<file path="src/rtl/sf3_spi_flash_responder_pkg.sv">
// Shared opcodes, FSM state types and register bit positions for the SF3 SPI flash responder.
package sf3_responder_pkg;

    // N25Q opcode subset used by the PMOD SF3 driver
    localparam logic [7:0] OP_PP    = 8'h02;
    localparam logic [7:0] OP_READ  = 8'h03;
    localparam logic [7:0] OP_WRDI  = 8'h04;
    localparam logic [7:0] OP_RDSR  = 8'h05;
    localparam logic [7:0] OP_WREN  = 8'h06;
    localparam logic [7:0] OP_SSE   = 8'h20;
    localparam logic [7:0] OP_RDFSR = 8'h70;

    typedef enum logic [2:0] {
        ST_IDLE,
        ST_CMD,
        ST_ADDR,
        ST_RD_DATA,
        ST_WR_DATA,
        ST_REG_OUT,
        ST_IGNORE
    } t_resp_state;

    // Action carried out when CSn rises on a byte boundary
    typedef enum logic [2:0] {
        PEND_NONE,
        PEND_WEL_SET,
        PEND_WEL_CLR,
        PEND_ERASE,
        PEND_PROG
    } t_pend_action;

    localparam int STATUS_WIP_BIT = 0;
    localparam int STATUS_WEL_BIT = 1;
    localparam int FLAG_READY_BIT = 7;

    function automatic logic [7:0] f_status_byte(input logic wip, input logic wel);
        logic [7:0] b;
        b = '0;
        b[STATUS_WIP_BIT] = wip;
        b[STATUS_WEL_BIT] = wel;
        return b;
    endfunction

    function automatic logic [7:0] f_flag_byte(input logic wip);
        logic [7:0] b;
        b = '0;
        b[FLAG_READY_BIT] = ~wip;
        return b;
    endfunction

endpackage

</file>
<file path="src/rtl/sf3_spi_sync_edge.sv">
// Brings SCK, CSn and COPI into the system clock domain and flags SCK edges.
module sf3_spi_sync_edge (
    input  logic clk_i,
    input  logic rst_ni,
    input  logic sck_i,
    input  logic csn_i,
    input  logic copi_i,
    output logic csn_o,
    output logic copi_o,
    output logic sck_rise_o,
    output logic sck_fall_o
);

    logic sck_m_q, sck_s_q, sck_d_q;
    logic csn_m_q, csn_s_q;
    logic copi_m_q, copi_s_q;

    // Two-flop synchronizers plus a delayed SCK copy for edge detection; CSn idles high
    always_ff @(posedge clk_i or negedge rst_ni) begin
        if (!rst_ni) begin
            sck_m_q  <= 1'b0;
            sck_s_q  <= 1'b0;
            sck_d_q  <= 1'b0;
            csn_m_q  <= 1'b1;
            csn_s_q  <= 1'b1;
            copi_m_q <= 1'b0;
            copi_s_q <= 1'b0;
        end else begin
            sck_m_q  <= sck_i;
            sck_s_q  <= sck_m_q;
            sck_d_q  <= sck_s_q;
            csn_m_q  <= csn_i;
            csn_s_q  <= csn_m_q;
            copi_m_q <= copi_i;
            copi_s_q <= copi_m_q;
        end
    end

    assign csn_o      = csn_s_q;
    assign copi_o     = copi_s_q;
    assign sck_rise_o = sck_s_q & ~sck_d_q;
    assign sck_fall_o = ~sck_s_q & sck_d_q;

endmodule

</file>
<file path="src/rtl/sf3_spi_flash_responder.sv">
// SPI mode-0 responder emulating the N25Q command subset used by the SF3 driver.
// Array storage lives outside; this block issues byte-wide read/write/erase strobes.
module sf3_spi_flash_responder
    import sf3_responder_pkg::*;
#(
    parameter int parm_addr_bytes     = 3,
    parameter int parm_busy_cycles    = 64,
    parameter int parm_subsector_bits = 12
) (
    input  logic                         i_clk_mhz,
    input  logic                         i_rstn_mhz,
    input  logic                         eio_sck_i,
    input  logic                         eio_csn_i,
    input  logic                         eio_copi_dq0_i,
    output logic                         eio_cipo_dq1_o,
    output logic                         eio_cipo_dq1_t,
    output logic [8*parm_addr_bytes-1:0] o_mem_addr,
    output logic                         o_mem_rd_req,
    input  logic [7:0]                   i_mem_rd_data,
    output logic                         o_mem_wr_req,
    output logic [7:0]                   o_mem_wr_data,
    output logic                         o_mem_erase_req,
    output logic [7:0]                   o_reg_status,
    output logic [7:0]                   o_reg_flag
);

    localparam int AW = 8 * parm_addr_bytes;
    localparam int BW = $clog2(parm_busy_cycles + 1);
    localparam logic [AW-1:0] ALIGN_MASK = ~AW'((64'd1 << parm_subsector_bits) - 64'd1);

    logic csn_s, copi_s, sck_rise, sck_fall;

    sf3_spi_sync_edge u_sync (
        .clk_i      (i_clk_mhz),
        .rst_ni     (i_rstn_mhz),
        .sck_i      (eio_sck_i),
        .csn_i      (eio_csn_i),
        .copi_i     (eio_copi_dq0_i),
        .csn_o      (csn_s),
        .copi_o     (copi_s),
        .sck_rise_o (sck_rise),
        .sck_fall_o (sck_fall)
    );

    t_resp_state  state_q;
    t_pend_action pend_q;
    logic [2:0]    bit_cnt_q;
    logic [2:0]    addr_cnt_q;
    logic [6:0]    in_sr_q;
    logic [7:0]    out_sr_q;
    logic [7:0]    hold_q;
    logic [7:0]    op_q;
    logic [AW-1:0] addr_q;
    logic [7:0]    wr_data_q;
    logic [BW-1:0] busy_q;
    logic          wip_q, wel_q;
    logic          reg_sel_q;
    logic          rd_first_q, rd_ack_q;
    logic          rd_req_q, wr_req_q, erase_req_q;
    logic          cipo_q, cipo_t_q;
    logic [7:0]    status_q, flag_q;

    logic [7:0] byte_w;
    logic [7:0] reg_byte_w;

    assign byte_w     = {in_sr_q, copi_s};
    assign reg_byte_w = reg_sel_q ? f_flag_byte(wip_q) : f_status_byte(wip_q, wel_q);

    // Protocol FSM, shift registers, busy timer and all registered outputs
    always_ff @(posedge i_clk_mhz or negedge i_rstn_mhz) begin
        if (!i_rstn_mhz) begin
            state_q     <= ST_IDLE;
            pend_q      <= PEND_NONE;
            bit_cnt_q   <= '0;
            addr_cnt_q  <= '0;
            in_sr_q     <= '0;
            out_sr_q    <= '0;
            hold_q      <= '0;
            op_q        <= '0;
            addr_q      <= '0;
            wr_data_q   <= '0;
            busy_q      <= '0;
            wip_q       <= 1'b0;
            wel_q       <= 1'b0;
            reg_sel_q   <= 1'b0;
            rd_first_q  <= 1'b0;
            rd_ack_q    <= 1'b0;
            rd_req_q    <= 1'b0;
            wr_req_q    <= 1'b0;
            erase_req_q <= 1'b0;
            cipo_q      <= 1'b0;
            cipo_t_q    <= 1'b1;
            status_q    <= '0;
            flag_q      <= '0;
        end else begin
            rd_req_q    <= 1'b0;
            wr_req_q    <= 1'b0;
            erase_req_q <= 1'b0;
            rd_ack_q    <= rd_req_q;
            status_q    <= f_status_byte(wip_q, wel_q);
            flag_q      <= f_flag_byte(wip_q);
            cipo_t_q    <= csn_s | ~((state_q == ST_REG_OUT) || (state_q == ST_RD_DATA));

            if (busy_q != '0) begin
                busy_q <= busy_q - BW'(1);
                if (busy_q == BW'(1)) wip_q <= 1'b0;
            end

            // Page-wrapping increment lands the cycle after the write strobe was presented
            if (wr_req_q) addr_q[7:0] <= addr_q[7:0] + 8'd1;

            if (sck_fall && !csn_s) begin
                cipo_q   <= out_sr_q[7];
                out_sr_q <= {out_sr_q[6:0], 1'b0};
            end

            // First read byte goes straight to the shifter; later ones are prefetched
            if (rd_ack_q) begin
                if (rd_first_q) begin
                    out_sr_q   <= i_mem_rd_data;
                    rd_first_q <= 1'b0;
                end else begin
                    hold_q <= i_mem_rd_data;
                end
            end

            if (csn_s) begin
                if (state_q != ST_IDLE && bit_cnt_q == 3'd0) begin
                    unique case (pend_q)
                        PEND_WEL_SET: wel_q <= 1'b1;
                        PEND_WEL_CLR: wel_q <= 1'b0;
                        PEND_ERASE: begin
                            erase_req_q <= 1'b1;
                            addr_q      <= addr_q & ALIGN_MASK;
                            wip_q       <= 1'b1;
                            wel_q       <= 1'b0;
                            busy_q      <= BW'(parm_busy_cycles);
                        end
                        PEND_PROG: begin
                            wip_q  <= 1'b1;
                            wel_q  <= 1'b0;
                            busy_q <= BW'(parm_busy_cycles);
                        end
                        default: ;
                    endcase
                end
                state_q    <= ST_IDLE;
                pend_q     <= PEND_NONE;
                bit_cnt_q  <= '0;
                addr_cnt_q <= '0;
                rd_first_q <= 1'b0;
            end else if (state_q == ST_IDLE) begin
                state_q   <= ST_CMD;
                bit_cnt_q <= '0;
            end else if (sck_rise) begin
                bit_cnt_q <= bit_cnt_q + 3'd1;
                in_sr_q   <= byte_w[6:0];
                unique case (state_q)
                    ST_CMD: begin
                        if (bit_cnt_q == 3'd7) begin
                            op_q <= byte_w;
                            if (byte_w == OP_RDSR || byte_w == OP_RDFSR) begin
                                state_q   <= ST_REG_OUT;
                                reg_sel_q <= (byte_w == OP_RDFSR);
                                out_sr_q  <= (byte_w == OP_RDFSR) ? f_flag_byte(wip_q)
                                                                  : f_status_byte(wip_q, wel_q);
                            end else if (wip_q) begin
                                state_q <= ST_IGNORE;
                            end else begin
                                unique case (byte_w)
                                    OP_WREN: begin
                                        pend_q  <= PEND_WEL_SET;
                                        state_q <= ST_IGNORE;
                                    end
                                    OP_WRDI: begin
                                        pend_q  <= PEND_WEL_CLR;
                                        state_q <= ST_IGNORE;
                                    end
                                    OP_READ, OP_PP, OP_SSE: state_q <= ST_ADDR;
                                    default: state_q <= ST_IGNORE;
                                endcase
                            end
                        end
                    end
                    ST_ADDR: begin
                        addr_q <= {addr_q[AW-2:0], copi_s};
                        if (bit_cnt_q == 3'd7) begin
                            addr_cnt_q <= addr_cnt_q + 3'd1;
                            if (addr_cnt_q == 3'(parm_addr_bytes - 1)) begin
                                if (op_q == OP_READ) begin
                                    rd_req_q   <= 1'b1;
                                    rd_first_q <= 1'b1;
                                    state_q    <= ST_RD_DATA;
                                end else if (op_q == OP_PP) begin
                                    state_q <= wel_q ? ST_WR_DATA : ST_IGNORE;
                                end else begin
                                    if (wel_q) pend_q <= PEND_ERASE;
                                    state_q <= ST_IGNORE;
                                end
                            end
                        end
                    end
                    ST_RD_DATA: begin
                        if (bit_cnt_q == 3'd0) begin
                            addr_q   <= addr_q + AW'(1);
                            rd_req_q <= 1'b1;
                        end else if (bit_cnt_q == 3'd7) begin
                            out_sr_q <= hold_q;
                        end
                    end
                    ST_WR_DATA: begin
                        if (bit_cnt_q == 3'd7) begin
                            wr_data_q <= byte_w;
                            wr_req_q  <= 1'b1;
                            pend_q    <= PEND_PROG;
                        end
                    end
                    ST_REG_OUT: begin
                        if (bit_cnt_q == 3'd7) out_sr_q <= reg_byte_w;
                    end
                    default: ;
                endcase
            end
        end
    end

    assign eio_cipo_dq1_o  = cipo_q;
    assign eio_cipo_dq1_t  = cipo_t_q;
    assign o_mem_addr      = addr_q;
    assign o_mem_rd_req    = rd_req_q;
    assign o_mem_wr_req    = wr_req_q;
    assign o_mem_wr_data   = wr_data_q;
    assign o_mem_erase_req = erase_req_q;
    assign o_reg_status    = status_q;
    assign o_reg_flag      = flag_q;

endmodule

</file>
<file path="config.mk">
export PLATFORM = sky130hd
export DESIGN_NAME = sf3_spi_flash_responder
export DESIGN_NICKNAME = d
export VERILOG_FILES = /design/src/rtl/sf3_spi_flash_responder_pkg.sv /design/src/rtl/sf3_spi_sync_edge.sv /design/src/rtl/sf3_spi_flash_responder.sv
export SDC_FILE = /design/constraint.sdc
export NUM_CORES = 1
export LEC_CHECK = 0
export BUFFER_PORTS_ARGS = -buffer_cell sky130_fd_sc_hd__buf_2
export CORE_MARGIN = 2
export CORE_UTILIZATION = 65
export CTS_BUF_LIST = sky130_fd_sc_hd__clkbuf_8
export DETAILED_ROUTE_END_ITERATION = 16
export PLACE_DENSITY = 0.94
export SLEW_MARGIN = 20
export SYNTH_ARGS = -nofsm -noshare
export SYNTH_HDL_FRONTEND = slang
export SYNTH_SLANG_ARGS = --single-unit
</file>
<file path="constraint.sdc">
create_clock -name i_clk_mhz -period 4.6 [get_ports i_clk_mhz]
set_input_delay 0.69 -clock i_clk_mhz [delete_from_list [all_inputs] [get_ports i_clk_mhz]]
set_output_delay 0.69 -clock i_clk_mhz [all_outputs]
set_load 0.01 [all_outputs]
</file>
# Word level (Yosys, flattened, before mapping)
# Index checks and enable logic that the tools add are counted.
# classes
eq_ne	39
n_reduce_logical	32
n_bitwise	10
n_addsub	5
mux	91
# ops
operator	n
$mux W8	14
$mux W24	4
$mux W3	30
$pmux W24 S2	1
$eq A8 B2 Y1 const B	4
$mux W1	28
$mux W7	4
$ne A3 B2 Y1 const B	9
$add A24 B1 Y24 const B	1
$eq A8 B3 Y1 const B	3
$mux W12	2
$pmux W8 S3	1
$reduce_and A5 Y1	4
$eq A3 B2 Y1 const B	5
$reduce_and A13 Y1	1
$eq A3 B3 Y1 const B	4
$ne A4 B3 Y1 const B	3
$pmux W3 S2	2
$reduce_and A6 Y1	2
$reduce_bool A2 Y1	5
$pmux W3 S3	1
$reduce_bool A3 Y1	3
$add A8 B1 Y8 const B	1
$eq A8 B6 Y1 const B	1
25 further kinds	44
# totals
inputBits	13
output_inout_bits	53
wordCells	209
reg_bits	102

# Longest topological paths before layout
# Gate-level depths: netlist of run 1.
# logic_depth
ltp_word	12
mapped_depth	8
mapped_depth_nobuf	7

# Cells and area by module
# From an unflattened synthesis of run 1, not the netlist that was laid out.
# hier_totals
cells_unflattened	545
hier_area_um2	5449.0
# modules_own_cells
module	instances	area_each_um2	seq_area_each_um2	cells_per_inst
sf3_spi_flash_responder	1	5256.3	2378.5	536
sf3_spi_sync_edge	1	192.7	177.7	9

# Least setup slack after synthesis of run 1
# Ideal clock, no wire load.
# synth_path
kind	register to register
startpoint	register addr_q[1], in the netlist o_mem_addr[1]
endpoint	register addr_q[22], in the netlist o_mem_addr[22]
arrival_ns	1.876
n_path_buf	0
required_time_ns	4.529
stages_incl_launch_ff	7
setup_slack_ns	2.653
synth_period_minus_slack_ns	1.947
setup_time_ns	0.071
cell_sequence	dfrtp_1 ha_1 nand2_1 nor4_4 nand4_1 or4_1 nand4_1
# synth_via
elab_chain_cells	6
# synth_lines
item	line	text
start, declared	sf3_spi_flash_responder.sv:53	logic [AW-1:0] addr_q;
start signal, assigned	sf3_spi_flash_responder.sv:110	if (wr_req_q) addr_q[7:0] <= addr_q[7:0] + 8'd1;
start signal, assigned	sf3_spi_flash_responder.sv:134	addr_q <= addr_q & ALIGN_MASK;
start signal, assigned	sf3_spi_flash_responder.sv:186	addr_q <= {addr_q[AW-2:0], copi_s};
$add A24 B1 Y24	sf3_spi_flash_responder.sv:205	addr_q <= addr_q + AW'(1);
$mux W24	sf3_spi_flash_responder.sv:204	if (bit_cnt_q == 3'd0) begin
$pmux W24 S2	sf3_spi_flash_responder.sv:158	unique case (state_q)
$mux W24	sf3_spi_flash_responder.sv:155	end else if (sck_rise) begin
$mux W24	sf3_spi_flash_responder.sv:152	end else if (state_q == ST_IDLE) begin
$mux W24	sf3_spi_flash_responder.sv:127	if (csn_s) begin
# No other way between the ends. The select of a mux whose other input is x is not followed.
# A chain may end at the register's enable or synchronous reset.

# Final worst setup path of run 1
# layout_path
startpoint	register state_q[1]
endpoint	register addr_q[12], in the netlist o_mem_addr[12]
# layout_via
elab_chain_cells	5
elab_cells_between_ends	11
classes_between	eq/ne (3); mux (4); bitwise (1); reduce/logical (3)
# layout_lines
item	line	text
start, declared	sf3_spi_flash_responder.sv:45	t_resp_state state_q;
start signal, assigned	sf3_spi_flash_responder.sv:195	state_q <= wel_q ? ST_WR_DATA : ST_IGNORE;
$eq A3 B2 Y1	sf3_spi_flash_responder.sv:158	
$pmux W24 S2	sf3_spi_flash_responder.sv:158	
$mux W24	sf3_spi_flash_responder.sv:155	
$mux W24	sf3_spi_flash_responder.sv:152	
$mux W24	sf3_spi_flash_responder.sv:127	
end signal, assigned	sf3_spi_flash_responder.sv:134	
end signal, assigned	sf3_spi_flash_responder.sv:186	
end signal, assigned	sf3_spi_flash_responder.sv:205	
# Parallel ways exist; a longest one is shown, timed or not. The select of a mux whose other input is x is not followed.

==> results.py, run 1 <==
metrics = {
    "cells_and_area": {
        "layout_common_cells": "dfrtp_1 (99), buf_2 (51), nor2_1 (46), o21ai_0 (41)",
        "area_delta_synth_final_pct": 7.96,
        "final_cell_area_sq_mm": 0.00595,
        "mostFrequentLayoutCell": "dfrtp_1",
        "fillers": 566,
        "final_core_util_pct": 72.5,
        "diodes": 0,
        "drive_gt1_share_pct": 20.2,
        "nets": 607,
    },
    "timing": {
        "relSlewSlack_pct": 45.4,
        "drv_slew": 0,
        "finalHoldViolCount": 0,
        "setup_tns_ns": 0,
        "tightest_slew_ns": 0.819,
        "fin_crit_sh_pct": 55.6,
        "clock_skew_ns": 0.00608,
        "clock.fmax_mhz": 391,
        "whs_ns": 0.358,
        "setup_viol_count_final": 0,
        "rsz0062_at_grt": "no",
        "fin_crit_ns": 2.56,
    },
    "die": {
        "die_h_microns": 96.1,
        "die_w_microns": 96.1,
        "start_util_pct": 67.1,
        "io_pins": 66,
        "coreArea_sq_mm": 0.00822,
        "row_count": 33,
        "die_area_sq_mm": 0.00924,
    },
    "global_routing": {
        "grt_first_pass_wirelength_mm": 20.9,
        "antenna_found_initial": 0,
        "grt_pass1_vias": 4288,
        "grt_usage_pct": 29.5,
        "overflow": 0,
        "grt_max_degree": 66,
    },
    "placed_design": {
        "gp_congestion": 0.919,
        "dp_hpwl_mm": 8.72,
        "place_area_sq_mm": 0.00572,
        "io_buffers": 52,
    },
    "synth": {
        "yosysTopAreaCellShare_pct": 44.9,
        "yosys.area.top_type": "dfrtp_1",
        "synth_area_leaders": "dfrtp_1 (45%), mux2_2 (6.7%), o21ai_0 (3.7%)",
        "yosys_most_used_dff": "dfrtp_1",
        "synth_area_per_cell_sq_um": 9.96,
        "synthCells": 554,
        "ys_ff_latch": 102,
        "async_flop_share_pct": 100,
        "yosysUniqueCellTypes": 77,
        "yosys_warnings": 0,
        "ys_seq_area_share_pct": 46.3,
        "synthesis.area_sq_mm": 0.00552,
        "synth_edf_count": 0,
    },
    "clock_network": {
        "clk_pin_slew_ns": 0.09,
        "clk_path_buf_depth": 2,
        "cts-buffers-inserted": 9,
        "cts_resized": 0,
        "cts_tree": "built",
        "clockRootBuffer": "clkbuf_8",
        "ctsHoldBuffers": 0,
        "worst_skew_pair.late_latency_ns": 0.37,
        "h-tree-depth": 3,
        "clock_sinks": 102,
        "postCtsSetupBuffers": 0,
    },
    "setup_path": {
        "crit_type": "flip-flop to flip-flop",
        "startpoint_type": "flip-flop",
        "cp_slowest_cell": "dfrtp_1",
        "worstPathArrival_ns": 2.84,
        "cpPeakStageDelay_ns": 0.66,
        "rrSetupSlack_ns": 2.04,
        "cp_cell_sequence": "nor2b_1, nand3_1, nor4_1, a21oi_1, o21ai_0",
        "crit_start": "state_q[1]",
        "required_ns": 4.88,
        "timing.rr.start": "state_q[1]",
        "end_kind": "flip-flop",
        "cp_max_fo": 19,
    },
    "worst_hold_path": {
        "worstHoldPathType": "flip-flop to flip-flop",
        "worstHoldStart": "u_sync.sck_m_q",
    },
    "power_and_ir_drop": {
        "power.density_mw_per_mm2": 354,
        "power_w": 0.00211,
        "cellLeakagePower_nw": 2.71,
        "ir_worst_vdd_mv": 0.362,
    },
    "routing": {
        "antenna_left": 0,
        "num_vias": 4575,
        "viasPerCell": 6.58,
        "drt-initial-drc-count": 526,
        "remaining_drc_errors": 0,
        "drt_pass1_iterations": 5,
        "wl_per_cell_microns": 18.6,
        "drt_wl_total_mm": 13.0,
    },
    "run": {
        "cap_viol_max_count": 0,
    },
    "status": {
        "run_status": "completed",
    },
}
## critical path: cells and delay by family, from the launching register on
kind            cells  cell delay (ns)
compound gates      2             0.28
flops               1             0.66
simple gates        3             1.55
## path summary, 6_finish.rpt
path | end | cells after the start
worst max-delay path | o_mem_addr[12] | 5
worst min-delay path | u_sync.sck_s_q | 0
worst max register to register | o_mem_addr[12] | 5
worst min register to register | u_sync.sck_s_q | 0
max in group asynchronous | eio_cipo_dq1_t | 2
min in group asynchronous | o_mem_addr[4] | 1
## logic make-up (layout without fill, tap and decap cells)
logic type      after synthesis  count (layout)  share of synthesized area, %
simple gates                194             194                          20.0
xor+xnor                     16              16                          2.54
other cells                   1              13                        0.0680
buf+inv                      59              83                          5.51
mux                          44              44                          8.76
fa+ha+maj                     8               8                          1.81
compound gates              130             130                          14.9
flops                       102             102                          46.3
## layer usage
layer  up-vias  GRT usage, %  routed length [microns]
met1      2199          37.9                     5040
met4         0          11.3                      365
li1       2065             -                        -
met5         -             0                        0
met3        44          6.03                     1060
met2       267          49.1                     6490
## synthesized netlist by cell type (4+ instances only)
library cell / n
a21oi_1: 33
a22oi_1: 5
a31oi_1: 7
a32oi_1: 5
and2_1: 4
and3_1: 4
buf_2: 7
buf_4: 15
clkbuf_1: 18
dfrtp_1: 99
ha_1: 8
inv_1: 14
mux2_2: 33
mux2i_1: 10
nand2_1: 33
nand2b_1: 10
nand3_1: 15
nand4_1: 12
nor2_1: 47
nor2b_1: 9
nor3_1: 12
nor3b_1: 4
nor4_1: 8
o21ai_0: 41
o22ai_1: 9
or3_1: 4
or4_1: 4
xnor2_1: 7
xor2_1: 9
## flip-flops by register name (all words and copies together), names as in the netlist, 2 cells and up
signal	flops
o_mem_addr	24
hold_q	8
o_mem_wr_data	8
op_q	8
out_sr_q	8
busy_q	7
in_sr_q	7
addr_cnt_q	3
bit_cnt_q	3
pend_q	3
state_q	3
o_reg_status	2
## final cells by class
type | instances | area [sq um] | share of cell area, %
well taps | 105 | 131 | 2.21
multi-input cells | 405 | 2700 | 45.4
clock buffers | 9 | 124 | 2.08
inverters | 14 | 52.6 | 0.883
clock inverters | 6 | 110 | 1.85
repair buffers | 54 | 278 | 4.66
flip-flops and latches | 102 | 2560 | 42.9
## where the power goes
part / total (W) / internal [W] / switching (W) / leakage, nW
clock: 0.000672 / 0.000359 / 0.000313 / 0.117
sequential: 0.00108 / 0.000961 / 0.000119 / 1.36
combinational: 0.000357 / 0.000148 / 0.000209 / 1.23
## per-stage QoR
| stage | setup slack [ns] | cells |
|---|---|---|
| floorplan | 2.65 | 566 |
| global placement | 2.25 | 680 |
| detailed placement | 2.17 | 680 |
| CTS | 2.09 | 695 |
| global route | 1.85 | 695 |
| finish | 2.04 | 695 |
Power figures use the tool's default switching activity.
==> inputs of run 2 (changes only) <==
--- a/config.mk
+++ b/config.mk
@@ -7,10 +7,10 @@
 export LEC_CHECK = 0
 export BUFFER_PORTS_ARGS = -buffer_cell sky130_fd_sc_hd__buf_2
 export CORE_MARGIN = 2
-export CORE_UTILIZATION = 65
+export CORE_UTILIZATION = 61
 export CTS_BUF_LIST = sky130_fd_sc_hd__clkbuf_8
 export DETAILED_ROUTE_END_ITERATION = 16
-export PLACE_DENSITY = 0.94
+export PLACE_DENSITY = 0.89
 export SLEW_MARGIN = 20
 export SYNTH_ARGS = -nofsm -noshare
 export SYNTH_HDL_FRONTEND = slang
==> constraint.sdc (replaced) <==
create_clock -name i_clk_mhz -period 2.56 [get_ports i_clk_mhz]
set_input_delay 0.384 -clock i_clk_mhz [delete_from_list [all_inputs] [get_ports i_clk_mhz]]
set_output_delay 0.384 -clock i_clk_mhz [all_outputs]
set_load 0.01 [all_outputs]
==> results.py, run 2 (same netlist as run 1, synthesis figures left out) <==
metrics = {
    "status": {
        "run_status": "completed",
    },
    "routing": {
        "drt-initial-drc-count": 368,
        "drt_pass1_iterations": 5,
        "viasPerCell": 6.39,
        "drt_wl_total_mm": 12.6,
        "antenna_left": 0,
        "num_vias": 4545,
        "wl_per_cell_microns": 17.8,
        "remaining_drc_errors": 0,
    },
    "clock_network": {
        "cts_tree": "built",
        "worst_skew_pair.late_latency_ns": 0.37,
        "postCtsSetupBuffers": 0,
        "h-tree-depth": 3,
        "ctsHoldBuffers": 1,
        "clockRootBuffer": "clkbuf_8",
        "clock_sinks": 102,
        "cts_resized": 0,
        "clk_pin_slew_ns": 0.11,
        "clk_path_buf_depth": 2,
        "cts-buffers-inserted": 9,
    },
    "power_and_ir_drop": {
        "power_w": 0.00368,
        "ir_worst_vdd_mv": 0.617,
        "cellLeakagePower_nw": 2.76,
        "power.density_mw_per_mm2": 609,
    },
    "cells_and_area": {
        "drive_gt1_share_pct": 21.7,
        "diodes": 0,
        "final_cell_area_sq_mm": 0.00604,
        "largest_reg_flops": 24,
        "mostFrequentLayoutCell": "dfrtp_1",
        "layout_common_cells": "dfrtp_1 (99), buf_2 (51), nor2_1 (47), o21ai_0 (41)",
        "nets": 619,
        "area_delta_synth_final_pct": 9.51,
    },
    "worst_hold_path": {
        "worstHoldPathType": "primary input to flip-flop",
    },
    "timing": {
        "setup_viol_count_final": 0,
        "relSlewSlack_pct": 57.0,
        "setup_tns_ns": 0,
        "fin_crit_sh_pct": 89.8,
        "rsz0062_at_grt": "no",
        "tightest_slew_ns": 0.641,
        "clock.fmax_mhz": 435,
        "fin_crit_ns": 2.30,
        "clock_skew_ns": 0.0143,
        "finalHoldViolCount": 0,
        "drv_slew": 0,
    },
    "setup_path": {
        "cp_max_fo": 11,
        "crit_start": "bit_cnt_q[1]",
        "crit_type": "flip-flop to flip-flop",
        "cp_common_cell": "o21ai_0",
        "critPathBufInv": 2,
        "required_ns": 2.85,
        "cp_cell_sequence": "inv_1, ha_1, nor2b_1, nand3_1, buf_4, nor4_1, o21ai_0, o21ai_0",
        "reg2reg_to": "o_mem_addr[18]",
        "r2r.worst_path.cells": 8,
        "rrSetupSlack_ns": 0.26,
        "cp_slowest_cell": "dfrtp_1",
        "timing.rr.start": "bit_cnt_q[1]",
        "worstPathArrival_ns": 2.59,
        "critPathCapture": "o_mem_addr[18]",
        "cp.depth": 8,
        "end_kind": "flip-flop",
        "cpLargestDelayFamily": "simple AND/OR/NAND/NOR gates",
        "startpoint_type": "flip-flop",
        "cpPeakStageDelay_ns": 0.41,
    },
    "die": {
        "coreArea_sq_mm": 0.00876,
        "start_util_pct": 62.9,
        "io_pins": 66,
        "die_h_microns": 99.1,
        "die_area_sq_mm": 0.00982,
        "row_count": 34,
        "die_w_microns": 99.1,
    },
    "global_routing": {
        "grt_usage_pct": 26.5,
        "antenna_found_initial": 0,
        "grt_pass1_vias": 4270,
        "overflow": 0,
        "grt_first_pass_wirelength_mm": 21.0,
        "grt_max_degree": 61,
    },
    "placed_design": {
        "place_area_sq_mm": 0.00582,
        "io_buffers": 52,
        "gp_congestion": 0.881,
        "dp_hpwl_mm": 8.73,
    },
    "run": {
        "cap_viol_max_count": 0,
    },
}
==> run 2: cell count changes in the layout (fill, tap and decap cells not counted), sizes merged <==
cell,previous run,this run
bufinv,3,1
clkinv,0,2
inv,16,17
buf,54,65
dlygate4sd3,0,1
==> run 2: final cells by class <==
type,count,area [sq um]
fillers,659,2720
multi-input cells,405,2700
flip-flops and latches,102,2560
repair buffers,66,383
well taps,108,135
clock buffers,9,124
clock inverters,7,88.8
inverters,14,52.6
==> run 2: routing by layer <==
| metal | GRT usage, % | wire, microns | up-vias |
|---|---|---|---|
| met5 | 0 | 0 | - |
| met4 | 10.0 | 266 | 0 |
| met3 | 6.10 | 925 | 27 |
| met2 | 40.5 | 6010 | 217 |
| met1 | 37.2 | 5430 | 2218 |
| li1 | - | - | 2083 |
==> run 2: per-stage QoR <==
| step | util [%] | setup WS (ns) | std cells | hold WS [ns] |
|---|---|---|---|---|
| after CTS | 68.9 | 0.317 | 711 | 0.0951 |
| final | 68.9 | 0.262 | 711 | 0.101 |
| after floorplan | - | 0.613 | 566 | 0.0884 |
| after global placement | 66.4 | 0.428 | 694 | 0.336 |
| after global routing | 68.9 | 0.0427 | 711 | 0.0800 |
| after detailed placement | 66.4 | 0.349 | 694 | 0.335 |
==> run 2: worst register-to-register path, stage by stage, from the launching register on <==
cell and delay, ns:
dfrtp_1 0.41, inv_1 0.08, ha_1 0.15, nor2b_1 0.31, nand3_1 0.40, buf_4 0.31
nor4_1 0.27, o21ai_0 0.12, o21ai_0 0.17
==> run 2: how the worst min path moves through the flow <==
stage / slack [ns] / start / end / cells after the start
after CTS: 0.1 / eio_csn_i / u_sync.csn_m_q / 1
final: 0.10 / eio_csn_i / u_sync.csn_m_q / 1
after global routing: 0.08 / eio_csn_i / u_sync.csn_m_q / 1
after floorplan: 0.09 / i_rstn_mhz / addr_cnt_q[0] / 0
after global placement: 0.34 / u_sync.copi_m_q / u_sync.copi_o / 0
after detailed placement: 0.33 / u_sync.copi_m_q / u_sync.copi_o / 0
==> run 2: power by group <==
| group | switching (W) | internal, W |
|---|---|---|
| Sequential | 0.000190 | 0.00173 |
| Combinational | 0.000388 | 0.000298 |
| Clock | 0.000602 | 0.000472 |
